$ cat config.mk
export PLATFORM = sky130hd
export DESIGN_NAME = motor_poll_scheduler
export DESIGN_NICKNAME = d
export VERILOG_FILES = /design/src/rtl/poll_sched_pkg.sv /design/src/rtl/poll_tick_gen.sv /design/src/rtl/motor_poll_scheduler.sv
export SDC_FILE = /design/constraint.sdc
export NUM_CORES = 1
export LEC_CHECK = 0
export CORE_ASPECT_RATIO = 1.25
export CORE_MARGIN = 4
export CORE_UTILIZATION = 45
export CTS_BUF_LIST = sky130_fd_sc_hd__clkbuf_16
export CTS_CLUSTER_SIZE = 20
export DETAILED_ROUTE_END_ITERATION = 7
export SETUP_SLACK_MARGIN = 0.4
export SYNTH_ARGS = -nofsm -noshare
export SYNTH_HDL_FRONTEND = slang
export SYNTH_SLANG_ARGS = --single-unit
$ cat constraint.sdc
create_clock -name clk -period 15.8 [get_ports clk]
set_input_delay 3.16 -clock clk [delete_from_list [all_inputs] [get_ports clk]]
set_output_delay 3.16 -clock clk [all_outputs]
set_load 0.02 [all_outputs]
$ cat src/rtl/poll_sched_pkg.sv
// Shared types and score constants for the motor poll scheduler.
// Provides the FSM state enum and saturating score helpers.
package poll_sched_pkg;

  typedef enum logic [1:0] {
    IDLE,
    SEND,
    WAIT_RESP
  } state_t;

  localparam logic [7:0] SCORE_INIT = 8'd128;
  localparam logic [7:0] SCORE_INC  = 8'd1;
  localparam logic [7:0] SCORE_DEC  = 8'd8;
  localparam logic [7:0] SCORE_MAX  = 8'd255;

  function automatic logic [7:0] score_good(
    input logic [7:0] s
  );
    return (s >= SCORE_MAX - SCORE_INC) ? SCORE_MAX
                                        : s + SCORE_INC;
  endfunction

  function automatic logic [7:0] score_bad(
    input logic [7:0] s
  );
    return (s < SCORE_DEC) ? 8'd0 : s - SCORE_DEC;
  endfunction

endpackage

$ cat src/rtl/poll_tick_gen.sv
// Phase-accumulator tick source: one tick per motor slot period.
// Ports: clk, reset, update_frequency_Hz (0 = halted), tick (1-cycle).
module poll_tick_gen
  import poll_sched_pkg::*;
#(
  parameter int unsigned CLOCK_FREQ_HZ    = 50_000_000,
  parameter int unsigned NUMBER_OF_MOTORS = 8
) (
  input  logic        clk,
  input  logic        reset,
  input  logic [31:0] update_frequency_Hz,
  output logic        tick
);

  localparam logic [39:0] CLK40 = 40'(CLOCK_FREQ_HZ);
  localparam logic [39:0] NM40  = 40'(NUMBER_OF_MOTORS);

  logic [31:0] acc;
  logic [39:0] step;
  logic [39:0] sum;

  always_comb begin
    step = 40'(update_frequency_Hz) * NM40;
    sum  = 40'(acc) + step;
  end

  always_ff @(posedge clk or posedge reset) begin
    if (reset) begin
      acc  <= '0;
      tick <= 1'b0;
    end else begin
      tick <= 1'b0;
      if (update_frequency_Hz != '0) begin
        if (sum >= CLK40) begin
          acc  <= 32'(sum - CLK40);
          tick <= 1'b1;
        end else begin
          acc  <= sum[31:0];
        end
      end
    end
  end

endmodule

$ cat src/rtl/motor_poll_scheduler.sv
// Round-robin motor poll scheduler with timeout and link-quality scores.
// Ports: clk, reset, update_frequency_Hz, motor_enable, cmd_valid/ready/motor,
// resp_valid/motor/crc_ok, current_motor, busy, timeout_pulse,
// overrun_count, quality_sel, quality. Optional macro: RETRY_EN.
module motor_poll_scheduler
  import poll_sched_pkg::*;
#(
  parameter int unsigned NUMBER_OF_MOTORS = 8,
  parameter int unsigned CLOCK_FREQ_HZ    = 50_000_000,
  parameter int unsigned TIMEOUT_CYCLES   = 50_000
) (
  input  logic                        clk,
  input  logic                        reset,
  input  logic [31:0]                 update_frequency_Hz,
  input  logic [NUMBER_OF_MOTORS-1:0] motor_enable,
  output logic                        cmd_valid,
  input  logic                        cmd_ready,
  output logic [7:0]                  cmd_motor,
  input  logic                        resp_valid,
  input  logic [7:0]                  resp_motor,
  input  logic                        resp_crc_ok,
  output logic [7:0]                  current_motor,
  output logic                        busy,
  output logic                        timeout_pulse,
  output logic [15:0]                 overrun_count,
  input  logic [7:0]                  quality_sel,
  output logic [7:0]                  quality
);

  localparam int unsigned IW =
    (NUMBER_OF_MOTORS > 1) ? $clog2(NUMBER_OF_MOTORS) : 1;
  localparam int unsigned TW = $clog2(TIMEOUT_CYCLES + 1);
  localparam logic [7:0]    LAST   = 8'(NUMBER_OF_MOTORS - 1);
  localparam logic [TW-1:0] T_LAST = TW'(TIMEOUT_CYCLES - 1);

  state_t        state, state_d;
  logic          tick;
  logic          pending, pending_d;
  logic          consume;
  logic          cmd_valid_d;
  logic [7:0]    cmd_motor_d, cur_d;
  logic [TW-1:0] tcnt, tcnt_d;
  logic          timeout_d;
  logic [15:0]   ovr_d;
  logic          score_we;
  logic [7:0]    score_val, cur_score;
  logic [7:0]    scores [NUMBER_OF_MOTORS];
  logic [7:0]    nxt;
  logic          found;
  logic          hit, tmo;
  int unsigned   idx;
`ifdef RETRY_EN
  logic          retry, retry_d;
`endif

  poll_tick_gen #(
    .CLOCK_FREQ_HZ    (CLOCK_FREQ_HZ),
    .NUMBER_OF_MOTORS (NUMBER_OF_MOTORS)
  ) u_tick (
    .clk                 (clk),
    .reset               (reset),
    .update_frequency_Hz (update_frequency_Hz),
    .tick                (tick)
  );

  assign busy      = (state != IDLE);
  assign cur_score = scores[current_motor[IW-1:0]];

  // Rotating priority search starting one past the current slot.
  always_comb begin
    nxt   = current_motor;
    found = 1'b0;
    idx   = 0;
    for (int unsigned i = 1; i <= NUMBER_OF_MOTORS; i++) begin
      idx = 32'(current_motor) + i;
      if (idx >= NUMBER_OF_MOTORS) idx = idx - NUMBER_OF_MOTORS;
      if (!found && motor_enable[IW'(idx)]) begin
        found = 1'b1;
        nxt   = 8'(idx);
      end
    end
  end

  always_comb begin
    state_d     = state;
    cmd_valid_d = cmd_valid;
    cmd_motor_d = cmd_motor;
    cur_d       = current_motor;
    tcnt_d      = tcnt;
    timeout_d   = 1'b0;
    score_we    = 1'b0;
    score_val   = cur_score;
    consume     = 1'b0;
    hit         = resp_valid && (resp_motor == current_motor);
    tmo         = (tcnt == T_LAST);
`ifdef RETRY_EN
    retry_d     = retry;
`endif
    unique case (state)
      IDLE: begin
        if (pending) begin
          consume = 1'b1;
          if (found) begin
            cur_d       = nxt;
            cmd_motor_d = nxt;
            cmd_valid_d = 1'b1;
            state_d     = SEND;
          end
        end
      end
      SEND: begin
        if (cmd_ready) begin
          cmd_valid_d = 1'b0;
          tcnt_d      = '0;
          state_d     = WAIT_RESP;
        end
      end
      WAIT_RESP: begin
        if (!tmo) tcnt_d = tcnt + 1'b1;
        // A matching response beats a timeout in the same cycle.
        timeout_d = !hit && tmo;
        if (hit && resp_crc_ok) begin
          score_we  = 1'b1;
          score_val = score_good(cur_score);
          state_d   = IDLE;
`ifdef RETRY_EN
          retry_d   = 1'b0;
`endif
        end else if (hit || tmo) begin
`ifdef RETRY_EN
          if (!retry) begin
            retry_d     = 1'b1;
            cmd_valid_d = 1'b1;
            state_d     = SEND;
          end else begin
            retry_d   = 1'b0;
            score_we  = 1'b1;
            score_val = score_bad(cur_score);
            state_d   = IDLE;
          end
`else
          score_we  = 1'b1;
          score_val = score_bad(cur_score);
          state_d   = IDLE;
`endif
        end
      end
      default: state_d = IDLE;
    endcase
    // One-deep tick queue: a tick is only lost when one is already waiting.
    pending_d = tick | (pending & ~consume);
    ovr_d     = overrun_count;
    if (tick && pending && !consume && overrun_count != 16'hFFFF)
      ovr_d = overrun_count + 16'd1;
  end

  always_ff @(posedge clk or posedge reset) begin
    if (reset) begin
      state         <= IDLE;
      pending       <= 1'b0;
      cmd_valid     <= 1'b0;
      cmd_motor     <= '0;
      current_motor <= LAST;
      tcnt          <= '0;
      timeout_pulse <= 1'b0;
      overrun_count <= '0;
      quality       <= '0;
`ifdef RETRY_EN
      retry         <= 1'b0;
`endif
      for (int i = 0; i < NUMBER_OF_MOTORS; i++)
        scores[i] <= SCORE_INIT;
    end else begin
      state         <= state_d;
      pending       <= pending_d;
      cmd_valid     <= cmd_valid_d;
      cmd_motor     <= cmd_motor_d;
      current_motor <= cur_d;
      tcnt          <= tcnt_d;
      timeout_pulse <= timeout_d;
      overrun_count <= ovr_d;
`ifdef RETRY_EN
      retry         <= retry_d;
`endif
      if (score_we)
        scores[current_motor[IW-1:0]] <= score_val;
      if (32'(quality_sel) < NUMBER_OF_MOTORS)
        quality <= scores[quality_sel[IW-1:0]];
      else
        quality <= '0;
    end
  end

endmodule

Word level (Yosys, flattened, before mapping)
Index checks and enable logic that the tools add are counted.
{"block": "totals", "ff_bits": 158, "input_bits": 61, "output_inout_bits": 43}
{"block": "classes", "n_bitwise": 5, "order_cmp": 23, "add_sub_neg": 22, "reduce_logical": 33, "n_eq_ne": 10, "n_mux": 77}
{"operator": "8-bit two-way mux", "n": 27}
{"operator": "9-bit by 4-bit greater-or-equal comparator with 1-bit output, second input constant", "n": 8}
{"operator": "8-bit by 4-bit subtractor with 8-bit output, second input constant", "n": 9}
{"operator": "64-bit bitwise mux", "n": 1}
{"operator": "8-bit binary-select mux with 3-bit select", "n": 2}
{"operator": "32-bit by 35-bit adder with 36-bit output", "n": 1}
{"operator": "8-bit by 3-bit adder with 9-bit output, second input constant", "n": 4}
{"operator": "36-bit by 26-bit greater-or-equal comparator with 1-bit output, second input constant", "n": 1}
{"operator": "16-bit by 1-bit adder with 16-bit output, second input constant", "n": 2}
{"operator": "3-bit by 4-bit less-than comparator with 1-bit output, second input constant", "n": 8}
{"operator": "16-bit two-way mux", "n": 2}
{"operator": "32-bit two-way mux", "n": 1}
{"operator": "16-bit one-hot mux with 2 select lines", "n": 1}
{"operator": "32-bit nonzero test", "n": 1}
{"operator": "32-bit by 26-bit subtractor with 32-bit output, second input constant", "n": 1}
{"operator": "1-bit two-way mux", "n": 27}
{"operator": "1-bit binary-select mux with 3-bit select", "n": 8}
{"operator": "8-bit demux with 3-bit select", "n": 1}
{"operator": "8-bit by 2-bit adder with 9-bit output, second input constant", "n": 2}
{"operator": "16-bit equality test, second input constant", "n": 1}
{"operator": "8-bit by 4-bit less-than comparator with 1-bit output, second input constant", "n": 2}
{"operator": "16-bit inequality test, second input constant", "n": 1}
{"operator": "1-bit logical AND", "n": 14}
{"operator": "2-bit two-way mux", "n": 5}
{"operator": "23 further kinds", "n": 40}

Logic depth before layout (Yosys ltp)
Gate-level depths: netlist of run 1.
{"block": "depth", "depth_word": 30, "mapped_depth": 17, "ltp_nobuf": 14}

Modules after synthesis
From an unflattened synthesis of run 1, not the netlist that was laid out.
{"block": "unflattened", "hier_cells": 1548, "area_unflattened_um2": 13830.8}
{"module": "motor_poll_scheduler", "area_per_inst_um2": 9485.3, "n_inst": 1, "cells_per_inst": 980, "seq_area_each_um2": 3016.6}
{"module": "poll_tick_gen", "area_per_inst_um2": 4345.4, "n_inst": 1, "cells_per_inst": 568, "seq_area_each_um2": 750.7}

Least setup slack after synthesis of run 1
OpenSTA, ideal clock, no wires.
{"block": "synth_timing", "path_type": "input to register", "from": "input update_frequency_Hz[0]", "to": "register u_tick.acc[9]", "n_path_buf": 0, "t_required_ns": 15.731, "t_arrival_ns": 6.396, "cell_stages": 12, "setup_slack_ns": 9.336, "path_cell_list": "ha_1 fa_1 a211oi_2 o21ai_2 a211oi_4 o31ai_4 a21boi_2 xor2_2 nand3_1 or4_4 or4_1 nand3_1"}
{"block": "synth_between", "elab_chain_len": 3, "elab_cells_between_ends": 5, "cone_classes": "add/sub: 2; order compare: 1; mux: 1; reduce/logical: 1"}
{"item": "start: declaration", "line_no": "motor_poll_scheduler.sv:14", "source": "input logic [31:0] update_frequency_Hz,"}
{"item": "32-bit by 35-bit adder with 36-bit output", "line_no": "poll_tick_gen.sv:24", "source": "sum = 40'(acc) + step;"}
{"item": "32-bit by 26-bit subtractor with 32-bit output or 36-bit by 26-bit greater-or-equal comparator with 1-bit output (tied branches)", "line_no": "poll_tick_gen.sv:35, poll_tick_gen.sv:34"}
{"item": "32-bit two-way mux", "line_no": "poll_tick_gen.sv:34", "source": "if (sum >= CLK40) begin"}
{"item": "end signal: assignment", "line_no": "poll_tick_gen.sv:35", "source": "acc <= 32'(sum - CLK40);"}
{"item": "end signal: assignment", "line_no": "poll_tick_gen.sv:38", "source": "acc <= sum[31:0];"}
{"item": "end: declaration", "line_no": "poll_tick_gen.sv:18", "source": "logic [31:0] acc;"}
Several ways; a longest one is shown, not always the timed one.
A chain may end at the register's enable or synchronous reset.

Final worst setup path of run 1
{"block": "layout_timing", "from": "input update_frequency_Hz[0]", "to": "register u_tick.acc[8]"}
The elaborated chain is that of the path after synthesis.

==> flow_metrics.env, run 1 <==
export IMPL_status="finished clean"
export IMPL_grt_pass1_vias=11100
export IMPL_synth_ff_type="dfrtp_1"
export IMPL_grt_ovfl_total=0
export IMPL_cp_top_family="compound AO/OA/AOI/OAI gates"
export IMPL_max_slew_margin=0.345
export IMPL_viasPerCell=6.02
export IMPL_vias=11500
export IMPL_irDropWorstVdd_uv=111
export IMPL_finalHoldViolCount=0
export IMPL_finalCriticalPeriod_ns=7.41
export IMPL_wl_per_cell_um=19.3
export IMPL_mappedNetlistNets=1630
export IMPL_antenna_found_initial=1
export IMPL_htree_levels=4
export IMPL_setup_tns_ns=0
export IMPL_cts_tree="built"
export IMPL_synthTopCellsByArea="dfrtp_1, mux4_2, nand2_1"
export IMPL_syn_area_per_cell_um2=8.44
export IMPL_drt_pass1_iter_count=5
export IMPL_powerDensity_mw_per_mm2=210
export IMPL_min_path_type="reg -> reg"
export IMPL_grt_first_pass_wirelength_um=58500
export IMPL_dieWidth_um=158
export IMPL_ys_types=93
export IMPL_ctsResizeCount=0
export IMPL_start_kind="input port"
export IMPL_cts_sinks=150
export IMPL_core_mm2=0.0277
export IMPL_worstSetupPathType="in -> reg"
export IMPL_grtUsageTotal=0.237
export IMPL_die_area_mm2=0.0310
export IMPL_leakage_nw=5.78
export IMPL_drive_above_1_share=0.0887
export IMPL_cp_max_fo=14
export IMPL_clk_latency_ns=0.43
export IMPL_crit_required_ns=16.11
export IMPL_synth_area_mm2=0.0127
export IMPL_arrival_ns=7.72
export IMPL_nNetsFinal=1677
export IMPL_cts_hold_buf=0
export IMPL_syn2layout_area_growth_pct=14.0
export IMPL_ys_seq_elements=150
export IMPL_postRouteAntennaNets=0
export IMPL_final_cell_mix="nand2_1, dfrtp_1, nor2_1, o21ai_0, clkdlybuf4s50_1"
export IMPL_first_iter_violations=788
export IMPL_root_buffer="clkbuf_16"
export IMPL_end_kind="flip-flop"
export IMPL_fmax_mhz=135
export IMPL_syn_instance_count=1507
export IMPL_critPathBufInv=1
export IMPL_drt_wl_total_um=36900
export IMPL_boundaryPins=104
export IMPL_yosysWarnings=0
export IMPL_finalCritPeriodShare=0.469
export IMPL_rsz0062_at_grt="false"
export IMPL_async_reset_ff_frac=1.00
export IMPL_final_common_cell="nand2_1"
export IMPL_slowest_delay_ns=0.77
export IMPL_post_cts_setup_buffers=0
export IMPL_row_count=68
export IMPL_yosysSeqAreaShare=0.296
export IMPL_io_buffers=103
export IMPL_synth_edff_count=0
export IMPL_drv_cap=0
export IMPL_report_final_slew_viol_count=0
export IMPL_setup_viol=0
export IMPL_die_h_um=196
export IMPL_dp_hpwl_um=27500
export IMPL_critPathSlowestCell="a221oi_2"
export IMPL_numCtsBuffers=17
export IMPL_fin_hold_ws_ns=0.454
export IMPL_ff2ff_setup_slack_ns=10.73
export IMPL_worst_pin_slew_ns=0.979
export IMPL_skew_ns=0.0119
export IMPL_grt_max_degree=83
export IMPL_clock_path_buffers=2
export IMPL_cp_cell_sequence="clkdlybuf4s50_1 > ha_1 > fa_1 > a211oi_2 > o21ai_2 > a211oi_4 > o21ai_0 > xor2_1 > and4_1 > nand4_1 > a221oi_2 > nor2_2 > a221o_1"
export IMPL_path_clk_slew_ns=0.06
export IMPL_start_util=0.459
export IMPL_remaining_drc_errors=0
export IMPL_synth_top_cell_area_share=0.273
export IMPL_yosysTopAreaCell="dfrtp_1"
export IMPL_place_congestion=0.959
export IMPL_fin_util=0.523
[layer usage]
metal | part of all wire | global-route usage
met1 | 0.42 | 0.302
met2 | 0.51 | 0.415
met3 | 0.036 | 0.0278
met4 | 0.028 | 0.0796
met5 | 0 | 0
[synthesized netlist by cell type (6+ instances only)]
cell type  count
nand2_1      207
dfrtp_1      139
nor2_1       133
o21ai_0      131
a21oi_1       75
xnor2_1       75
ha_1          61
nand3_1       59
clkbuf_1      45
xor2_1        45
nor3_1        42
mux4_2        40
inv_1         32
nand4_1       32
mux2i_1       26
buf_2         23
a21o_1        21
nor4_1        15
o211ai_1      15
a211oi_1      13
and2_1        13
and3_1        13
nand2b_1      13
a31oi_1       12
a22oi_1       11
dfstp_2       11
nor2b_1       11
o22ai_1       11
buf_1          9
or3_1          9
and4_1         8
or2_2          8
buf_4          7
mux2_2         7
o21ai_1        7
nand3b_1       6
o21a_1         6
[cell type report]
cell class                      instances  area [um2]
Antenna cell                            1        2.50
Inverter                               34         133
Clock inverter                         15         191
Multi-Input combinational cell       1236        8430
Fill cell                            2663       13200
Clock buffer                           17         425
Sequential cell                       150        3770
Timing Repair Buffer                  115        1120
Tap cell                              350         438
[registers in the layout, indices dropped and copies added (netlist names)]
signal	flops
scores	64
u_tick.acc	29
overrun_count	16
tcnt	16
cmd_motor	8
quality	8
current_motor	3
state	2
cmd_valid	1
pending	1
timeout_pulse	1
u_tick.tick	1
[stage by stage]
step / instance area, um2 / total power, W / setup slack (ns) / cells
finish: 14500 / 0.00305 / 8.39 / 1918
global route: 14500 / 0.00328 / 8.18 / 1918
CTS: 14500 / 0.00304 / 8.45 / 1917
detailed placement: 13900 / 0.00260 / 8.01 / 1885
global placement: 13900 / 0.00258 / 8.22 / 1885
floorplan: 12700 / 0.00209 / 8.62 / 1507
[report_power, final]
group / switching [W] / internal (W)
Clock: 0.000176 / 0.000253
Sequential: 0.000105 / 0.000466
Combinational: 0.00125 / 0.000805
[cell families (layout without fill, tap and decap cells)]
family          count (synthesis)  count (layout)  share of synthesized area
compound gates                384             384                      0.195
xor+xnor                      121             121                     0.0839
fa+ha+maj                      62              62                     0.0616
buf+inv                       121             181                     0.0418
flops                         150             150                      0.296
mux                            73              73                     0.0974
other cells                     0               1                          0
simple gates                  596             596                      0.224
[final timing paths]
| check | cells after the start | end | from |
|---|---|---|---|
| hold reg to reg | 1 | pending | u_tick.tick |
| hold / removal | 1 | pending | u_tick.tick |
| setup / recovery | 13 | u_tick.acc[8] | update_frequency_Hz[0] |
| max in group asynchronous | 3 | scores[14] | reset |
| min in group asynchronous | 2 | u_tick.acc[27] | reset |
| setup reg to reg | 14 | cmd_motor[5] | current_motor[0] |
Power figures use the tool's default switching activity.
==> inputs of run 2 (changes only) <==
==> constraint.sdc (replaced) <==
create_clock -name clk -period 7.3 [get_ports clk]
set_input_delay 1.46 -clock clk [delete_from_list [all_inputs] [get_ports clk]]
set_output_delay 1.46 -clock clk [all_outputs]
set_load 0.02 [all_outputs]
==> flow_metrics.env, run 2 (synthesis results as in run 1) <==
export IMPL_syn2layout_area_growth_pct=13.6
export IMPL_cts_hold_buf=0
export IMPL_max_slew_margin=0.337
export IMPL_boundaryPins=104
export IMPL_combinationalPowerShare=0.680
export IMPL_start_kind="input port"
export IMPL_wl_per_cell_um=19.6
export IMPL_finalCritPeriodShare=0.786
export IMPL_postRouteAntennaNets=0
export IMPL_p_sw_w=0.00331
export IMPL_setup_viol=0
export IMPL_antenna_found_initial=0
export IMPL_end_kind="flip-flop"
export IMPL_cp_cell_sequence="clkdlybuf4s50_1 > ha_1 > fa_1 > a211oi_2 > o21ai_2 > a211oi_4 > o21ai_0 > xor2_1 > and4_1 > nand4_1 > a221oi_2 > nor2_2 > a221o_1"
export IMPL_htree_levels=4
export IMPL_drt_pass1_iter_count=5
export IMPL_dp_hpwl_um=27600
export IMPL_ctsResizeCount=0
export IMPL_viasPerCell=6.06
export IMPL_clkPwrFrac=0.135
export IMPL_report_final_slew_viol_count=0
export IMPL_powerDensity_mw_per_mm2=454
export IMPL_grt_pass1_vias=11300
export IMPL_hold_depth=1
export IMPL_drt_wl_total_um=37500
export IMPL_largest_reg_flops=64
export IMPL_vias=11600
export IMPL_place_congestion=0.939
export IMPL_drv_cap=0
export IMPL_critPathSlowestCell="a221oi_2"
export IMPL_grt_max_degree=78
export IMPL_rsz0062_at_grt="false"
export IMPL_fmax_mhz=174
export IMPL_hold_path_startpoint="u_tick.tick"
export IMPL_leakage_nw=5.75
export IMPL_regMostFlops="scores"
export IMPL_holdPathEnd="pending"
export IMPL_finalCriticalPeriod_ns=5.74
export IMPL_grt_ovfl_total=0
export IMPL_setup_tns_ns=0
export IMPL_switching_share=0.505
export IMPL_min_path_type="reg -> reg"
export IMPL_path_clk_slew_ns=0.07
export IMPL_root_buffer="clkbuf_16"
export IMPL_status="finished clean"
export IMPL_grtUsageTotal=0.239
export IMPL_dieWidth_um=158
export IMPL_ff2ff_setup_slack_ns=2.09
export IMPL_die_h_um=196
export IMPL_start_util=0.459
export IMPL_slowest_delay_ns=0.76
export IMPL_arrival_ns=6.05
export IMPL_core_mm2=0.0277
export IMPL_worst_pin_slew_ns=0.989
export IMPL_drive_above_1_share=0.0856
export IMPL_grt_first_pass_wirelength_um=59300
export IMPL_die_area_mm2=0.0310
export IMPL_intPower_w=0.00325
export IMPL_met3_length_um=1460
export IMPL_clk_latency_ns=0.43
export IMPL_io_buffers=103
export IMPL_top_regs="scores x64, u_tick.acc x29"
export IMPL_skew_ns=0.0107
export IMPL_remaining_drc_errors=0
export IMPL_nNetsFinal=1675
export IMPL_crit_required_ns=7.61
export IMPL_cts_sinks=150
export IMPL_reg2regPathDepth=10
export IMPL_cts_tree="built"
export IMPL_irDropWorstVdd_uv=228
export IMPL_worstSetupPathType="in -> reg"
export IMPL_power_w=0.00656
export IMPL_reg2reg_from="current_motor[2]"
export IMPL_post_cts_setup_buffers=0
export IMPL_row_count=68
export IMPL_num_antenna_cells=0
export IMPL_top_layer_used="met4"
export IMPL_numCtsBuffers=17
export IMPL_wl_met1_um=15900
export IMPL_clock_path_buffers=2
export IMPL_dr_wl_met2_um=19300
export IMPL_final_common_cell="nand2_1"
export IMPL_r2r_end="cmd_motor[4]"
export IMPL_final_cell_mix="nand2_1, dfrtp_1, nor2_1, o21ai_0, clkdlybuf4s50_1"
export IMPL_first_iter_violations=861
export IMPL_power_frac_seq=0.185
export IMPL_finalHoldViolCount=0
export IMPL_cp_max_fo=14
run 2: cell count changes in the layout (fill, tap and decap cells not counted):
cell / delta
inv_1: +2
inv_8: -1
clkinv_4: -1
diode_2: -1
bufinv_16: -1
buf_4: -2
clkinv_1: +1
run 2: final cells by class:
| cell class | instances | area [um2] |
|---|---|---|
| fillers | 2636 | 13300 |
| multi-input cells | 1236 | 8430 |
| flip-flops and latches | 150 | 3770 |
| repair buffers | 113 | 1110 |
| well taps | 350 | 438 |
| clock buffers | 17 | 425 |
| clock inverters | 15 | 153 |
| inverters | 34 | 133 |
run 2: per-stage QoR:
| step | hold slack [ns] | std cells | util | cell area, um2 | worst slack, ns |
|---|---|---|---|---|---|
| finish | 0.452 | 1915 | 0.521 | 14500 | 1.56 |
| global route | 0.501 | 1915 | 0.521 | 14500 | 1.30 |
| global placement | 0.450 | 1883 | 0.500 | 13900 | 1.41 |
| detailed placement | 0.449 | 1883 | 0.500 | 13900 | 1.25 |
| CTS | 0.463 | 1915 | 0.521 | 14500 | 1.70 |
| floorplan | 0.421 | 1507 | - | 12700 | 1.82 |
run 2: worst max-delay path by stage:
stage / from / endpoint / slack [ns] / depth (start not counted)
floorplan: reset / cmd_motor[0] / 1.82 / 1
global placement: update_frequency_Hz[0] / u_tick.acc[8] / 1.41 / 13
CTS: update_frequency_Hz[0] / u_tick.acc[8] / 1.70 / 13
global route: update_frequency_Hz[0] / u_tick.acc[28] / 1.30 / 13
detailed placement: update_frequency_Hz[0] / u_tick.acc[8] / 1.25 / 13
finish: update_frequency_Hz[0] / u_tick.acc[8] / 1.56 / 13
run 2: worst max-delay path, delay by kind of cell:
family	cells	cell delay, ns
AO/OA/AOI/OAI	6	2.18
AND/OR/NAND/NOR	3	0.96
adder cells (fa/ha/maj)	2	0.69
buffers and inverters	1	0.42
XOR/XNOR	1	0.32
run 2: power by group through the flow:
stage	combinational (W)	clock, W	sequential [W]
after floorplan	0.00334	0	0.00118
after global placement	0.00436	0	0.00122
after detailed placement	0.00440	0	0.00122
after CTS	0.00441	0.000901	0.00121
after global routing	0.00488	0.000936	0.00123
final	0.00446	0.000886	0.00121
run 2: metal layers:
metal  up-vias  GRT usage
li1       5608          -
met1      5634      0.310
met2       306      0.419
met3        62     0.0249
met4         0     0.0733
met5         -          0
